--- src/rtl/trap_ctrl_if.sv ---
// trap_ctrl_if
//   Bundles the exception-report, flush/redirect and CSR-access signals that
//   pass between the pipeline and the machine-mode trap sequencer.
//   Modports:
//     master - pipeline side: drives exception reports, mtvec, flush_done,
//              redirect_ready and CSR accesses; observes flush/redirect/CSR read.
//     slave  - trap_ctrl side: the reverse direction of every signal.
//   Signals:
//     if_exc_valid/cause/pc/tval  ifetch exception report
//     ex_exc_valid/cause/pc/tval  exec exception report
//     mtvec                       current trap vector CSR
//     flush_done                  all pipeline stages drained
//     flush                       kill all in-flight instructions
//     redirect_valid/ready/pc     PC redirect handshake to ifetch
//     csr_addr/wen/wdata          CSR access from exec
//     csr_hit/csr_rdata           CSR decode and combinational read data
interface trap_ctrl_if #(
  parameter int XLEN    = 32,
  parameter int CAUSE_W = 5
);
  logic               if_exc_valid;
  logic [CAUSE_W-1:0] if_exc_cause;
  logic [XLEN-1:0]    if_exc_pc;
  logic [XLEN-1:0]    if_exc_tval;
  logic               ex_exc_valid;
  logic [CAUSE_W-1:0] ex_exc_cause;
  logic [XLEN-1:0]    ex_exc_pc;
  logic [XLEN-1:0]    ex_exc_tval;
  logic [XLEN-1:0]    mtvec;
  logic               flush_done;
  logic               redirect_ready;
  logic               flush;
  logic               redirect_valid;
  logic [XLEN-1:0]    redirect_pc;
  logic [11:0]        csr_addr;
  logic               csr_wen;
  logic [XLEN-1:0]    csr_wdata;
  logic               csr_hit;
  logic [XLEN-1:0]    csr_rdata;

  modport master (
    output if_exc_valid, if_exc_cause, if_exc_pc, if_exc_tval,
    output ex_exc_valid, ex_exc_cause, ex_exc_pc, ex_exc_tval,
    output mtvec, flush_done, redirect_ready,
    output csr_addr, csr_wen, csr_wdata,
    input  flush, redirect_valid, redirect_pc, csr_hit, csr_rdata
  );

  modport slave (
    input  if_exc_valid, if_exc_cause, if_exc_pc, if_exc_tval,
    input  ex_exc_valid, ex_exc_cause, ex_exc_pc, ex_exc_tval,
    input  mtvec, flush_done, redirect_ready,
    input  csr_addr, csr_wen, csr_wdata,
    output flush, redirect_valid, redirect_pc, csr_hit, csr_rdata
  );
endinterface

--- src/rtl/trap_ctrl.sv ---
// trap_ctrl
//   Machine-mode synchronous-exception sequencer. Captures an exception report
//   from exec (preferred) or ifetch into mepc/mcause/mtval, flushes the
//   pipeline, then issues one PC redirect to the mtvec base address.
//   Also serves reads/writes of mepc (0x341), mcause (0x342), mtval (0x343).
//   Ports:
//     clk  - core clock
//     rst  - asynchronous reset, active-high
//     bus  - trap_ctrl_if.slave: exception reports, flush/redirect handshake,
//            CSR access (see trap_ctrl_if for the signal list)
module trap_ctrl #(
  parameter int XLEN    = 32,
  parameter int CAUSE_W = 5
) (
  input  logic         clk,
  input  logic         rst,
  trap_ctrl_if.slave   bus
);

  localparam logic [XLEN-1:0] ALIGN_MASK = ~XLEN'(3);

  localparam logic [11:0] ADDR_MEPC   = 12'h341;
  localparam logic [11:0] ADDR_MCAUSE = 12'h342;
  localparam logic [11:0] ADDR_MTVAL  = 12'h343;

  typedef enum logic [1:0] {
    IDLE     = 2'd0,
    FLUSH    = 2'd1,
    REDIRECT = 2'd2
  } state_t;

  state_t          state;
  state_t          next_state;
  logic [XLEN-1:0] mepc;
  logic [XLEN-1:0] mcause;
  logic [XLEN-1:0] mtval;
  logic [XLEN-1:0] redirect_pc_q;
  logic            capture;
  logic            csr_write;

  // Reports only matter in IDLE; anything arriving in FLUSH/REDIRECT belongs
  // to an instruction that is being killed.
  assign capture   = (state == IDLE) && (bus.ex_exc_valid || bus.if_exc_valid);
  // A trap capture in the same cycle owns all three registers.
  assign csr_write = (state == IDLE) && bus.csr_wen && bus.csr_hit && !capture;

  always_ff @(posedge clk or posedge rst) begin
    if (rst) state <= IDLE;
    else     state <= next_state;
  end

  always_comb begin
    next_state = state;
    unique case (state)
      IDLE:     if (capture) next_state = FLUSH;
      FLUSH:    if (bus.flush_done) next_state = REDIRECT;
      REDIRECT: if (bus.redirect_ready) next_state = IDLE;
      default:  next_state = IDLE;
    endcase
  end

  always_comb begin
    bus.flush          = (state == FLUSH);
    bus.redirect_valid = (state == REDIRECT);
  end

  assign bus.redirect_pc = redirect_pc_q;

  // Exec is the older instruction, so its report wins a simultaneous capture.
  // The handler base ignores mtvec.MODE for exceptions, hence the masking.
  always_ff @(posedge clk or posedge rst) begin
    if (rst) begin
      mepc          <= '0;
      mcause        <= '0;
      mtval         <= '0;
      redirect_pc_q <= '0;
    end else if (capture) begin
      redirect_pc_q <= bus.mtvec & ALIGN_MASK;
      if (bus.ex_exc_valid) begin
        mepc   <= bus.ex_exc_pc & ALIGN_MASK;
        mcause <= XLEN'(bus.ex_exc_cause);
        mtval  <= bus.ex_exc_tval;
      end else begin
        mepc   <= bus.if_exc_pc & ALIGN_MASK;
        mcause <= XLEN'(bus.if_exc_cause);
        mtval  <= bus.if_exc_tval;
      end
    end else if (csr_write) begin
      case (bus.csr_addr)
        ADDR_MEPC:   mepc   <= bus.csr_wdata & ALIGN_MASK;
        ADDR_MCAUSE: mcause <= bus.csr_wdata;
        ADDR_MTVAL:  mtval  <= bus.csr_wdata;
        default:     ;
      endcase
    end
  end

  // Read data is the pre-edge register value, which gives CSRRW swap behaviour.
  always_comb begin
    bus.csr_hit   = 1'b0;
    bus.csr_rdata = '0;
    case (bus.csr_addr)
      ADDR_MEPC:   begin bus.csr_hit = 1'b1; bus.csr_rdata = mepc;   end
      ADDR_MCAUSE: begin bus.csr_hit = 1'b1; bus.csr_rdata = mcause; end
      ADDR_MTVAL:  begin bus.csr_hit = 1'b1; bus.csr_rdata = mtval;  end
      default:     ;
    endcase
  end

endmodule

--- src/flat_wrapper.sv ---
// flat-port wrapper written by rule: the top's interface ports become plain ports
module trap_ctrl_flat 
#(
  parameter int XLEN    = 32,
  parameter int CAUSE_W = 5
)
  (clk, rst, bus_if_exc_valid, bus_if_exc_cause, bus_if_exc_pc, bus_if_exc_tval, bus_ex_exc_valid, bus_ex_exc_cause, bus_ex_exc_pc, bus_ex_exc_tval, bus_mtvec, bus_flush_done, bus_redirect_ready, bus_csr_addr, bus_csr_wen, bus_csr_wdata, bus_flush, bus_redirect_valid, bus_redirect_pc, bus_csr_hit, bus_csr_rdata);
  trap_ctrl_if #(.XLEN(XLEN), .CAUSE_W(CAUSE_W)) bus_i ();
  input  logic clk;
  input  logic rst;
  input wire logic [$bits(bus_i.if_exc_valid)-1:0] bus_if_exc_valid;
  input wire logic [$bits(bus_i.if_exc_cause)-1:0] bus_if_exc_cause;
  input wire logic [$bits(bus_i.if_exc_pc)-1:0] bus_if_exc_pc;
  input wire logic [$bits(bus_i.if_exc_tval)-1:0] bus_if_exc_tval;
  input wire logic [$bits(bus_i.ex_exc_valid)-1:0] bus_ex_exc_valid;
  input wire logic [$bits(bus_i.ex_exc_cause)-1:0] bus_ex_exc_cause;
  input wire logic [$bits(bus_i.ex_exc_pc)-1:0] bus_ex_exc_pc;
  input wire logic [$bits(bus_i.ex_exc_tval)-1:0] bus_ex_exc_tval;
  input wire logic [$bits(bus_i.mtvec)-1:0] bus_mtvec;
  input wire logic [$bits(bus_i.flush_done)-1:0] bus_flush_done;
  input wire logic [$bits(bus_i.redirect_ready)-1:0] bus_redirect_ready;
  input wire logic [$bits(bus_i.csr_addr)-1:0] bus_csr_addr;
  input wire logic [$bits(bus_i.csr_wen)-1:0] bus_csr_wen;
  input wire logic [$bits(bus_i.csr_wdata)-1:0] bus_csr_wdata;
  output wire logic [$bits(bus_i.flush)-1:0] bus_flush;
  output wire logic [$bits(bus_i.redirect_valid)-1:0] bus_redirect_valid;
  output wire logic [$bits(bus_i.redirect_pc)-1:0] bus_redirect_pc;
  output wire logic [$bits(bus_i.csr_hit)-1:0] bus_csr_hit;
  output wire logic [$bits(bus_i.csr_rdata)-1:0] bus_csr_rdata;
  assign bus_i.if_exc_valid = bus_if_exc_valid;
  assign bus_i.if_exc_cause = bus_if_exc_cause;
  assign bus_i.if_exc_pc = bus_if_exc_pc;
  assign bus_i.if_exc_tval = bus_if_exc_tval;
  assign bus_i.ex_exc_valid = bus_ex_exc_valid;
  assign bus_i.ex_exc_cause = bus_ex_exc_cause;
  assign bus_i.ex_exc_pc = bus_ex_exc_pc;
  assign bus_i.ex_exc_tval = bus_ex_exc_tval;
  assign bus_i.mtvec = bus_mtvec;
  assign bus_i.flush_done = bus_flush_done;
  assign bus_i.redirect_ready = bus_redirect_ready;
  assign bus_i.csr_addr = bus_csr_addr;
  assign bus_i.csr_wen = bus_csr_wen;
  assign bus_i.csr_wdata = bus_csr_wdata;
  assign bus_flush = bus_i.flush;
  assign bus_redirect_valid = bus_i.redirect_valid;
  assign bus_redirect_pc = bus_i.redirect_pc;
  assign bus_csr_hit = bus_i.csr_hit;
  assign bus_csr_rdata = bus_i.csr_rdata;
  trap_ctrl #(.XLEN(XLEN), .CAUSE_W(CAUSE_W)) u_core (.clk(clk), .rst(rst), .bus(bus_i));
endmodule
--- config.mk ---
export PLATFORM = sky130hd
export DESIGN_NAME = trap_ctrl_flat
export DESIGN_NICKNAME = d
export VERILOG_FILES = /design/src/rtl/trap_ctrl_if.sv /design/src/rtl/trap_ctrl.sv /design/src/flat_wrapper.sv
export SDC_FILE = /design/constraint.sdc
export NUM_CORES = 1
export LEC_CHECK = 0
export ABC_CLOCK_PERIOD_IN_PS = 5600
export CORE_ASPECT_RATIO = 1.75
export CORE_MARGIN = 2
export CORE_UTILIZATION = 45
export DETAILED_ROUTE_END_ITERATION = 10
export DONT_BUFFER_PORTS = 1
export SYNTH_ARGS = -nofsm -noshare
export SYNTH_HDL_FRONTEND = slang
export SYNTH_SLANG_ARGS = --single-unit
--- constraint.sdc ---
create_clock -name clk -period 5.6 [get_ports clk]
set_clock_uncertainty 0.15 [all_clocks]
set_input_delay 1.68 -clock clk [delete_from_list [all_inputs] [get_ports clk]]
set_output_delay 1.68 -clock clk [all_outputs]
set_load 0.02 [all_outputs]
==> summary by stage, run 1 <==
Worst setup path
The kind of end point of the critical path is a primary output. For flop-to-flop paths, the worst setup slack is 2.79 ns. The critical path's slowest cell is or4_4. The kind of critical path is in2out.

Walking the worst path, the cells encountered are or4_4, or3_1, o21ai_0, buf_4. Data on the critical path is required at its endpoint by 3.77 ns. The dominant delay contributor by cell family on the critical path is simple AND/OR/NAND/NOR gates.

The maximum fanout count along the critical path is 9. The type of origin of the critical path is an input port. In this design, the stage delay of the slowest critical-path cell is 0.64 ns. The launch instance of the worst register-to-register path is u_core.state[0].

The worst endpoint data arrival time is 3.37 ns. Measured in cells, the most critical reg-to-reg path has a length of 5. The critical register-to-register path endpoint is u_core.mepc[17].

The sum of buffers and inverters on the critical path is 1.

Pwr
Of the total power, combinational logic draws 25.2%. In this run the static leakage power is 0.003184 uW. The cell-internal power is 2284 uW. Of the total power, the share spent switching nets is 37.62%. The clock share of power is 30.4%. The total power divided by cell area is 489.1 nW/um^2. Across the VDD grid, the largest voltage drop is 509.9 uV. For this design the total switching power over the nets is 1377 uW. The share of total power in sequential cells is 44.4%. The post-layout total power is 3662 uW.

Floorplan
The number of placed I/O pins is 288. The die span in x is 96.97 um. The core region is 14840 sq um. For this configuration, the core starts out at a cell density of 45.87%. The die covers 16160 sq um. After floorplanning, the core was divided into 59 placement rows. The overall die height is 166.7 um.

Flow run
The number of max-capacitance violations reported is 0.

Logic synthesis
After synthesis, flip-flops and latches occupy 46.32% of the total area. The average cell area after synthesis is 8.749 sq um. The number of instances in the synthesized netlist is 778. By area the synthesized netlist is led by dfrtp_1 (46%), nand2_1 (14%), a211oi_1 (6.8%), nor2b_1 (5.8%), mux2i_1 (5.7%).

The share of synthesized area in the top cell type comes to 46.32%. The largest area contributor in the synthesized netlist is dfrtp_1. Yosys mapped the design onto 37 distinct sky130hd cell types. The Yosys warning count is 0. The number of register bits inferred by synthesis is 126. The post-synthesis instance area is 6807 sq um.

Clock tree
The quantity of gates resized following cts is 0. The H-tree generated during clock tree synthesis spans 4 levels. Clock latency on the worst-skew pair, taken at its later pin, is 0.42 ns. The buffer count from post-CTS setup fixing is 0. The sink count of the clock tree is 126.

TritonCTS built the clock tree. The number of hold buffers added after CTS was 0. The root buffer cell chosen for the clock tree is clkbuf_16. The clock transition time at the flip-flop clock pins of the worst setup and hold paths is 0.05 ns. The number of clock buffers inserted by TritonCTS is 17. The number of buffers on the longest clock path is 2.

Drt
The number of design rule violations left after detail routing is 0. The number of vias per cell after detailed routing is 5.980. The detailed router finished its first iteration with 322 violations. The routed wire length is 19920 um. The total via count in the routed design is 5639.

The pre-antenna-repair detailed-routing pass consisted of 6 iterations. The wire length per cell is 21.12 um. The number of nets with antenna violations after detailed routing is 0.

Final layout
The area added between synthesis and finish is 10.00%. Measured on the finished design, the core utilization comes to 50.46%. The number of standard cells in the final layout excluding fillers is 943. Cells with a size suffix above 1 make up 8.158% of the layout.

The final-stage net count is 968. The number of antenna diodes is 0.

STA
The post-route setup TNS is 0 ns. The worst pin sits at a relative slew slack of 31.67%. The setup violation total in the final timing report is 0. The slew of the pin with the lowest slew margin is 1.025 ns. The number of slew-limit violations in the final report was 0. After layout, the worst setup slack is 0.4016 ns.

Derived from the worst setup path, the maximum achievable clock frequency is 192.4 MHz. In the finished design, the share of the clock period the worst path needs comes to 92.83%. Setup repair after global routing left no endpoint under its margin. The worst path in the final design needs a cycle of 5.198 ns, including I/O delays and setup.

The final hold violation count came to 0.

Hold path
In this run the worst hold path is classified as reg2reg. The terminating pin of the worst hold path is u_core.mcause[9]. Along the worst hold path, the cell count comes to 2.

The worst hold path begins at u_core.mcause[9].

Placement
Port buffering added 0 buffers. Routability-driven placement finished with a final weighted congestion of 0.8562. Summed over all nets, the half-perimeter wirelength after detailed placement is 12680 um.

The worst-case setup slack after placement is 0.3333 ns. The number of placed cells counting well taps is 911.

Run status
The run finished with clean final reports.

GRT
The first global-routing pass estimated 30770 um of wire. The initial antenna violation count is 0. Entering global routing, the biggest net connects 171 pins. The number of global-route vias before repair was 5779. The total congestion overflow after global routing is 0. Global routing consumed, over all layers together, 24.23% of the routing resources.
==> power groups by stage <==
| stage | Sequential (uW) | Clock, uW | Combinational, uW |
|---|---|---|---|
| after global placement | 1620 | 0 | 886 |
| after detailed placement | 1630 | 0 | 938 |
| after floorplan | 1570 | 0 | 753 |
| after global routing | 1660 | 1180 | 1040 |
| after CTS | 1620 | 1130 | 930 |
| final | 1630 | 1110 | 921 |
==> registers in the layout, indices dropped and copies added, names as in the netlist <==
register / cells
u_core.mtval: 32
u_core.state: 2
u_core.mcause: 32
u_core.mepc: 30
u_core.bus.redirect_pc: 30
==> layout by cell type (no fill, tap or decap), types with 2 or more instances in the layout <==
master | synthesis | routed
or4_4 | 2 | 2
a222oi_1 | 8 | 8
nand2_1 | 248 | 248
clkbuf_16 | 0 | 17
clkinvlp_4 | 0 | 2
inv_6 | 0 | 5
conb_1 | 1 | 2
inv_1 | 12 | 11
o21ai_0 | 5 | 5
mux2i_1 | 39 | 39
o211ai_1 | 5 | 5
dfrtp_1 | 126 | 126
buf_4 | 3 | 13
a31oi_1 | 32 | 32
nand3_1 | 10 | 10
buf_12 | 0 | 4
a211oi_1 | 62 | 62
bufinv_16 | 0 | 2
nand2b_1 | 2 | 2
clkinv_4 | 0 | 3
a22o_1 | 3 | 3
a21oi_1 | 57 | 57
a22oi_1 | 18 | 18
nor2b_1 | 63 | 63
clkinv_2 | 0 | 2
nor4_4 | 4 | 4
==> kinds of logic (layout without fill, tap and decap cells) <==
family	after synthesis	count (layout)	synth area share, %
flip-flops	126	126	46.32
AO/OA/AOI/OAI	192	192	18.62
AND/OR/NAND/NOR	340	340	23.46
buffers and inverters	80	61	5.809
multiplexers	39	39	5.735
other	1	2	0.05509
==> cell usage after synthesis, drive strengths merged <==
master and count:
or3 1, nor2b 63, a31oi 32, a22oi 18
nor2 1, dfrtp 126, a21oi 57, nand3 10
clkbuf 46, or4b 1, nor4 4, nor3b 2
a211oi 62, nand4b 1, nand2b 2, and4bb 1
mux2i 39, conb 1, inv 12, nor4b 1
o211ai 5, nand4bb 1, buf 22, or4bb 1
o21a 1, o21ai 6, a222oi 8, or4 2
a22o 3, nand2 248, or3b 1
==> worst reg2reg max path, cell delays in order (launching register included) <==
cell and delay [ns]:
dfrtp_1 0.43, or4b_2 0.73, nor4_4 0.69, buf_12 0.31, mux2i_1 0.25, a21oi_1 0.09
==> metrics by stage <==
step | hold slack [ns] | cell area (sq um)
floorplan | 0.3464 | 6810
global placement | 0.3576 | 6893
detailed placement | 0.3627 | 6893
CTS | 0.3708 | 7487
global route | 0.3945 | 7487
finish | 0.3692 | 7487
==> layout make-up <==
type	instances	area, sq um
inverter	12	47.55
fill	1367	7351
sequential	126	3153
tap	183	229.0
clock buffer	18	439.2
timing repair buffer	17	177.7
clock inverter	14	155.1
multi-input combinational	573	3286
==> routing by layer <==
metal	up-vias	GRT usage [%]	routed length, um
met3	41	6.882	1551
met2	259	41.61	10160
met4	0	9.982	607
li1	2644	-	-
met1	2695	28.33	7599
met5	-	0	0
==> worst max-delay path by stage <==
stage                           startpoint                          to  depth (start not counted)
after global routing      bus_csr_addr[11]            bus_csr_rdata[9]                          4
after floorplan                        rst  u_core.bus.redirect_pc[10]                          1
after global placement    bus_csr_addr[11]            bus_csr_rdata[9]                          4
after detailed placement  bus_csr_addr[11]            bus_csr_rdata[9]                          4
after CTS                 bus_csr_addr[11]            bus_csr_rdata[9]                          4
final                     bus_csr_addr[11]            bus_csr_rdata[9]                          4
No activity file was read; power rests on OpenSTA's default activity.
==> run 2, diff against run 1 <==
- ABC_CLOCK_PERIOD_IN_PS: 5600 -> 6200
- CAP_MARGIN: default -> 0
- CELL_PAD_IN_SITES_DETAIL_PLACEMENT: default -> 1
- CELL_PAD_IN_SITES_GLOBAL_PLACEMENT: default -> 1
- PLACE_DENSITY_LB_ADDON: default -> 0.1
- clock period: 5.6 -> 6.2 ns (I/O delays scaled with it)
==> summary by stage, run 2 (synthesis results as in run 1) <==
Run status
The flow ran to the end, and the final reports show no timing, DRC or antenna violations.

STA
The number of slew-limit violations in the final report is 0. The post-route setup TNS is 0 ns. Setup violations remaining at the end of the flow were counted as 0.

The minimum period implied by the final worst setup slack is 5.553 ns. Measured against its own limit, the worst slew margin works out to 24.35%. The setup slack after layout is 0.6465 ns.

The maximum clock rate is 180.1 MHz. The final hold violation count is 0. The slew of the pin with the lowest slew margin is 1.126 ns. The share of the clock period used by the worst path is 89.57%.

Final hold analysis gives a worst-case slack of 0.3705 ns. Setup repair after global routing left no endpoint under its margin.

Clock tree
The buffer cell driving the clock tree root is clkbuf_16. The clock reaches the later pin of the worst-skew pair after 0.41 ns. Counting along the longest clock path gives a buffer depth of 2.

TritonCTS created 17 clock buffers. The sink count of the clock tree is 126. The clock transition time at the flip-flop clock pins of the worst setup and hold paths is 0.06 ns. The buffer count from post-CTS setup fixing is 0. TritonCTS built the clock tree.

Once the clock tree was built, the resizer swapped 0 gates to a different size. The number of buffers inserted by hold repair at cts is 0. In this run the number of H-tree levels came out at 4.

Worst setup path
The worst setup path is of the in2out kind. The worst setup path is captured at a primary output. The signal on the critical path passes through or4_4, or3_1, o21ai_0, buf_4.

Data on the critical path arrives at its endpoint at 3.54 ns. The maximum fanout count along the critical path is 9. The type of origin of the critical path is an input port. The critical path data required time is 4.19 ns. The critical path's slowest cell is or4_4. The dominant delay contributor by cell family on the critical path is simple AND/OR/NAND/NOR gates. Counting both buffers and inverters, the worst setup path holds a total of 1. The delay contributed by the slowest stage of the critical path is 0.65 ns.

GRT
The number of global-route vias before repair is 6376. The initial antenna violation count is 0. The first global-routing pass estimated 34590 um of wire.

Summed over all layers, the global routing overflow is 0. Entering global routing, the biggest net connects 171 pins. Global routing used 27.10% of the available tracks.

Placement
At the placement stage, the worst setup path has a slack of 0.6470 ns. The congestion estimate from routability-driven global placement came to 0.8395. The wire-length estimate of the detail-placed layout is 14510 um. Once placement completed, the tool counted placed cells totaling 913. The count of buffers added on input and output ports is 0.

Drt
For this run, design rule violations remaining after detail routing come to 0. The number of nets with antenna violations after detailed routing is 0. After detailed routing, the average wire length per cell comes to 23.07 um.

The routed design has 21800 um of wire. The detailed router placed 5801 vias in this run. The number of iterations in the first detailed-routing pass is 5.

The number of vias per cell after detailed routing is 6.139. The number of violations reported at the end of detailed-routing iteration 0 is 239.

Pwr
The maximum resistive drop on vdd is 230.0 uV. The leakage power of the design is 0.003166 uW. The total power divided by cell area is 440.8 nW/um^2.

Flow run
The tool flagged a number of max-cap violations equal to 0.

Final layout
The final-stage net count is 970. The library cell used most frequently in the layout, excluding fill and tap cells, is nand2_1. The number of antenna diodes is 0.

The finished layout holds 945 standard cells, fillers aside. Leaving out fill and tap cells, the most frequent cells in the layout are nand2_1 (248), dfrtp_1 (126), nor2b_1 (63). In the final layout, the registers with the most flip-flops are u_core.mcause (32), u_core.mtval (32).

The fraction of final layout cells sized beyond drive strength 1 is 8.268%. Compared with the post-synthesis result, the final layout area differs by 9.081%.

Floorplan
The number of placed I/O pins is 288. The core area is 14840 sq um. The floorplan step set the die width to 96.97 um. The initial utilization of the core area, before any placement, comes to 45.87%. The overall die height is 166.7 um. The floorplan step defined a die boundary enclosing 16160 sq um. Row generation in the floorplan step produced 59 rows.

Hold path
The class of the tightest hold or removal check is reg2reg.
[run 2: cell types whose count changed in the layout (fill, tap and decap cells not counted), sizes merged]
| cell | before | now |
|---|---|---|
| clkinv | 5 | 2 |
| inv | 17 | 22 |
| buf | 17 | 19 |
| bufinv | 2 | 0 |
[run 2: power breakdown]
part           leakage [uW]  internal, uW  switching (uW)
clock network      0.000268           528             417
logic               0.00137           305             549
registers           0.00153          1150             325
[run 2: through the flow]
stage | cell area, sq um | util, % | total power, uW
2_1_floorplan | 6810 | - | 2095
6_report | 7425 | 50.04 | 3273
5_1_grt | 7425 | 50.04 | 3489
4_1_cts | 7425 | 50.04 | 3303
3_3_place_gp | 6870 | 46.30 | 2268
3_5_place_dp | 6870 | 46.30 | 2347
[run 2: cell type report]
| type | count | area [sq um] |
|---|---|---|
| Tap cell | 183 | 229.0 |
| Clock inverter | 14 | 125.1 |
| Clock buffer | 18 | 429.2 |
| Timing Repair Buffer | 19 | 155.1 |
| Fill cell | 1742 | 7413 |
| Sequential cell | 126 | 3153 |
| Multi-Input combinational cell | 573 | 3286 |
| Inverter | 12 | 47.55 |
[run 2: worst reg2reg max path, cell delays in order (launching register included)]
cell	delay, ns
dfrtp_1	0.43
or4bb_1	0.59
nor4_4	0.87
buf_4	0.44
nand2_1	0.12
a31oi_1	0.22
[run 2: final timing paths]
kind / slack, ns / depth (start not counted) / startpoint / endpoint
min in group asynchronous: 1.21 / 1 / rst / u_core.mepc[5]
hold / removal: 0.37 / 2 / u_core.mcause[20] / u_core.mcause[20]
setup reg to reg: 3.30 / 5 / u_core.state[0] / u_core.mtval[7]
hold reg to reg: 0.37 / 2 / u_core.mcause[20] / u_core.mcause[20]
setup / recovery: 0.65 / 4 / bus_csr_addr[11] / bus_csr_rdata[22]
max in group asynchronous: 3.71 / 2 / rst / u_core.mtval[28]
[run 2: routing by layer]
layer	share of wire (%)	up-vias	global-route usage, %
met5	0	-	0
li1	-	2653	-
met3	7.1	41	6.588
met4	2.7	0	10.78
met1	38	2862	31.37
met2	52	245	47.86
==> run 3, diff against run 2 <==
- CTS_CLUSTER_DIAMETER: default -> 200
==> results of run 3 <==
Same layout as run 2: the final DEF is identical, and so are final timing and power.
